==> src/rtl/sipo_word_rx_pkg.sv <==
// Constants shared by the serializer and this receiver so both ends agree on the word width.
package sipo_word_rx_pkg;

    localparam int unsigned SipoWordWidth = 32;

endpackage

==> src/rtl/sipo_shift_core.sv <==
// Bit collector: shifts serial bits MSB-first and flags the cycle that completes a word.
module sipo_shift_core
    import sipo_word_rx_pkg::*;
#(
    parameter int unsigned N  = SipoWordWidth,
    parameter int unsigned CW = $clog2(N)
) (
    input  logic          clk,
    input  logic          reset,
    input  logic          sin,
    input  logic          sin_en,
    input  logic          sof,
    output logic          word_done,
    output logic [N-1:0]  word,
    output logic [CW-1:0] cnt
);

    // Only N-1 bits are stored; the final bit is taken live from sin on the completion cycle.
    logic [N-2:0]  sr_q, sr_d;
    logic [CW-1:0] cnt_q, cnt_d;
    logic          last_bit;

    assign last_bit  = (cnt_q == CW'(N - 1));
    assign word_done = sin_en && !sof && last_bit;
    assign word      = {sr_q, sin};
    assign cnt       = cnt_q;

    always_comb begin
        sr_d  = sr_q;
        cnt_d = cnt_q;
        if (sof) begin
            // Realign: with a strobe, the current bit becomes bit 0 of the new word.
            sr_d = '0;
            if (sin_en) begin
                sr_d[0] = sin;
                cnt_d   = CW'(1);
            end else begin
                cnt_d   = '0;
            end
        end else if (sin_en) begin
            sr_d  = word[N-2:0];
            cnt_d = last_bit ? '0 : cnt_q + CW'(1);
        end
    end

    always_ff @(posedge clk or posedge reset) begin
        if (reset) begin
            sr_q  <= '0;
            cnt_q <= '0;
        end else begin
            sr_q  <= sr_d;
            cnt_q <= cnt_d;
        end
    end

endmodule

==> src/rtl/sipo_word_rx.sv <==
// Serial word receiver: shift core plus a one-entry valid/ready holding register with overrun flag.
module sipo_word_rx
    import sipo_word_rx_pkg::*;
#(
    parameter int unsigned N  = SipoWordWidth,
    parameter int unsigned CW = $clog2(N)
) (
    input  logic          clk,
    input  logic          reset,
    input  logic          sin,
    input  logic          sin_en,
    input  logic          sof,
    output logic [N-1:0]  dout,
    output logic          dout_valid,
    input  logic          dout_ready,
    output logic [CW-1:0] bit_cnt,
    output logic          overrun,
    input  logic          ovr_clr
);

    logic          word_done;
    logic [N-1:0]  word;
    logic [N-1:0]  hold_q, hold_d;
    logic          valid_q, valid_d;
    logic          overrun_q, overrun_d;
    logic          load, drop, read;

    sipo_shift_core #(
        .N  (N),
        .CW (CW)
    ) u_core (
        .clk       (clk),
        .reset     (reset),
        .sin       (sin),
        .sin_en    (sin_en),
        .sof       (sof),
        .word_done (word_done),
        .word      (word),
        .cnt       (bit_cnt)
    );

    assign read = valid_q && dout_ready;
    // A completing word may replace the held one only if that one is being read this cycle.
    assign load = word_done && (!valid_q || dout_ready);
    assign drop = word_done && valid_q && !dout_ready;

    always_comb begin
        hold_d    = hold_q;
        valid_d   = valid_q;
        overrun_d = overrun_q;
        if (load) begin
            hold_d  = word;
            valid_d = 1'b1;
        end else if (read) begin
            valid_d = 1'b0;
        end
        // Set beats clear when both happen in the same cycle.
        if (drop) begin
            overrun_d = 1'b1;
        end else if (ovr_clr) begin
            overrun_d = 1'b0;
        end
    end

    always_ff @(posedge clk or posedge reset) begin
        if (reset) begin
            hold_q    <= '0;
            valid_q   <= 1'b0;
            overrun_q <= 1'b0;
        end else begin
            hold_q    <= hold_d;
            valid_q   <= valid_d;
            overrun_q <= overrun_d;
        end
    end

    assign dout       = hold_q;
    assign dout_valid = valid_q;
    assign overrun    = overrun_q;

endmodule
==> config.mk <==
export PLATFORM = sky130hd
export DESIGN_NAME = sipo_word_rx
export DESIGN_NICKNAME = d
export VERILOG_FILES = /design/src/rtl/sipo_word_rx_pkg.sv /design/src/rtl/sipo_shift_core.sv /design/src/rtl/sipo_word_rx.sv
export SDC_FILE = /design/constraint.sdc
export NUM_CORES = 1
export LEC_CHECK = 0
export CAP_MARGIN = 25
export CORE_MARGIN = 1
export CORE_UTILIZATION = 53
export DETAILED_ROUTE_END_ITERATION = 12
export PLACE_DENSITY_LB_ADDON = 0.3
export SYNTH_ARGS = -nofsm -noshare
export SYNTH_HDL_FRONTEND = slang
export SYNTH_SLANG_ARGS = --single-unit
==> constraint.sdc <==
create_clock -name clk -period 3 [get_ports clk]
set_input_delay 0.6 -clock clk [delete_from_list [all_inputs] [get_ports clk]]
set_output_delay 0.6 -clock clk [all_outputs]
set_load 0.02 [all_outputs]
==> impl_metrics.toml <==
[timing]
rsz0062_at_grt = "no"
fin_skew_ns = 0.0125
timing.fmax_mhz = 454
max_slew_margin_pct = 58.2
hold_viol = 0
tightest_slew_ns = 0.626
timing.final.crit_share_pct = 73.4
setup_viol = 0
setup_slack_ns = 0.798
fin_crit_ns = 2.20
finalSetupTns_ns = 0
drv_slew = 0

[detailed_routing]
wire_per_inst_um = 14.5
ant_nets = 0
num_vias = 1717
wl_um = 4790
drt_iter0_drc = 84
drc = 0
vias_per_cell = 5.20
drtPass1Iterations = 4

[clock_network]
cts_resized = 0
ctsHtreeMaxLevel = 3
hold_buffers = 0
clk_latency_ns = 0.34
root_buffer = "clkbuf_8"
clock_path_buffers = 2
cts.clk_slew.worst_paths_ns = 0.07
cts_tree = "built"
post_cts.repair.setup_buffers = 0
cts.sinks = 70
cts_buffers = 9

[placed_design]
pre_cts_ws_ns = 0.779
io_buffer_count = 45
place_area_um2 = 3440
gp_congestion = 0.707
dp_cells = 314
hpwl_um = 3050

[final_layout]
drive_gt1_share_pct = 23.1
final_area_um2 = 3660
multi_input_area_um2 = 1070
finalNonFillerCells = 330
fillers = 377
regArea_um2 = 1750
antenna_cells = 0
final_cell_mix = "dfrtp_1, clkdlybuf4s50_1, nor2_1"
final_nets = 264
syn2layout_area_growth_pct = 24.8
layout_commonest_cell = "dfrtp_1"

[floorplan]
die_x_um = 76.4
dieHeight_um = 76.4
ios = 46
rows = 26
initial_core_util_pct = 56.4
floorplan.die_area_um2 = 5840
core_area_um2 = 5200

[global_route]
grt_pass1_vias = 1703
antenna_found_initial = 0
grt_max_degree = 38
grt.overflow.total = 0
grt_pass1_wl_um = 8130
grt_use_total_pct = 18.4

[setup_path]
regToRegSetupSlack_ns = 0.80
cp.arrival_ns = 2.42
cp-start-kind = "flop"
crit_start = "u_core.cnt[0]"
cp-end-kind = "flop"
critPathKind = "flop to flop"
worstPathMaxFanout = 32
crit_required_ns = 3.22
reg2reg_from = "u_core.cnt[0]"

[synthesis]
synthMuxAreaShare_pct = 27.0
synth_adder_area_share_pct = 0.853
avgSynthCellArea_um2 = 14.3
syn_area_um2 = 2940
synth_top_family_by_area = "multiplexers"
yosysWarnings = 0
synth-xor-area-share_pct = 0
synth-simple-area-share_pct = 6.86
ys_ff_latch = 70
seq_area_frac_synth_pct = 59.7
synth_compound_area_share_pct = 1.62
yosysUniqueCellTypes = 25
synthCells = 205
syn_nets = 214

[power]
leakagePower_nw = 1.78
cellPowerDensity_nw_per_um2 = 509
finalPower_mw = 1.86
vdd_drop_max_mv = 0.287

[min_path]
hp-start = "dout[29]"
hp-class = "flop to flop"

[outcome]
status = "finished, final reports clean"

[run]
max_cap_viol_count = 0
[cell usage after synthesis]
cell / instances / area [µm²]
buf_1: 1 / 3.75
nand2_1: 4 / 15.0
buf_12: 3 / 60.1
inv_2: 1 / 3.75
buf_2: 3 / 15.0
or4_1: 1 / 7.51
ha_1: 2 / 25.0
mux2_4: 30 / 450
a31oi_1: 1 / 6.26
mux2_2: 2 / 22.5
nand3b_1: 1 / 7.51
buf_4: 2 / 15.0
o22ai_1: 1 / 6.26
a21oi_1: 2 / 10.0
clkbuf_1: 3 / 11.3
nor2b_1: 1 / 6.26
dfrtp_1: 70 / 1750
and3_1: 1 / 6.26
nor2_1: 34 / 128
nand3_1: 1 / 5.00
mux2i_1: 32 / 320
inv_1: 2 / 7.51
o21ai_0: 5 / 25.0
nand2b_4: 1 / 13.8
and4bb_2: 1 / 12.5
[sequential cells by signal, summed over array words and instances, names as in the netlist]
register,flops
u_core.cnt,5
overrun,1
u_core.sr_q,31
dout,32
dout_valid,1
[metal layers]
layer,GRT usage [%],part of all wire (%),vias up
li1,-,-,802
met1,25.4,47,856
met2,26.4,46,52
met3,5.03,5.3,7
met4,10.4,1.6,0
met5,0,0,-
[kinds of logic (layout without fill, tap and decap cells)]
group | count (synthesis) | after routing
AND/OR/NAND/NOR | 45 | 45
flip-flops | 70 | 70
buffers and inverters | 15 | 70
adder cells (fa/ha/maj) | 2 | 2
AO/OA/AOI/OAI | 9 | 9
multiplexers | 64 | 64
[power breakdown]
group          total (mW)  internal [mW]  switching (mW)
combinational      0.0816         0.0318          0.0497
clock               0.828          0.487           0.340
sequential          0.955          0.949         0.00650
total                1.86           1.47           0.397
[metrics by stage]
stage	util [%]	hold slack, ns
after CTS	70.4	0.514
after global routing	70.4	0.529
after detailed placement	66.1	0.491
after global placement	66.1	0.495
final	70.4	0.510
after floorplan	-	0.481
[layout make-up]
class,count,area share [%]
Sequential cell,70,47.8
Inverter,3,0.307
Clock inverter,6,2.32
Clock buffer,10,3.76
Tap cell,70,2.39
Multi-Input combinational cell,120,29.3
Timing Repair Buffer,51,14.1
[critical path, cell delays in order (launching register included)]
cell	delay [ns]
dfrtp_1	0.43
ha_1	0.20
and3_1	0.17
ha_1	0.27
nand3b_1	0.21
nor2b_4	0.18
buf_12	0.26
mux2_2	0.37
[final timing paths]
kind	to	depth (start not counted)
worst max-delay path	dout[30]	7
worst min-delay path	dout[29]	1
worst max register to register	dout[30]	7
worst min register to register	dout[29]	1
max in group asynchronous	dout_valid	3
min in group asynchronous	dout[23]	2
Note: power is estimated with default switching activity, not from simulation.
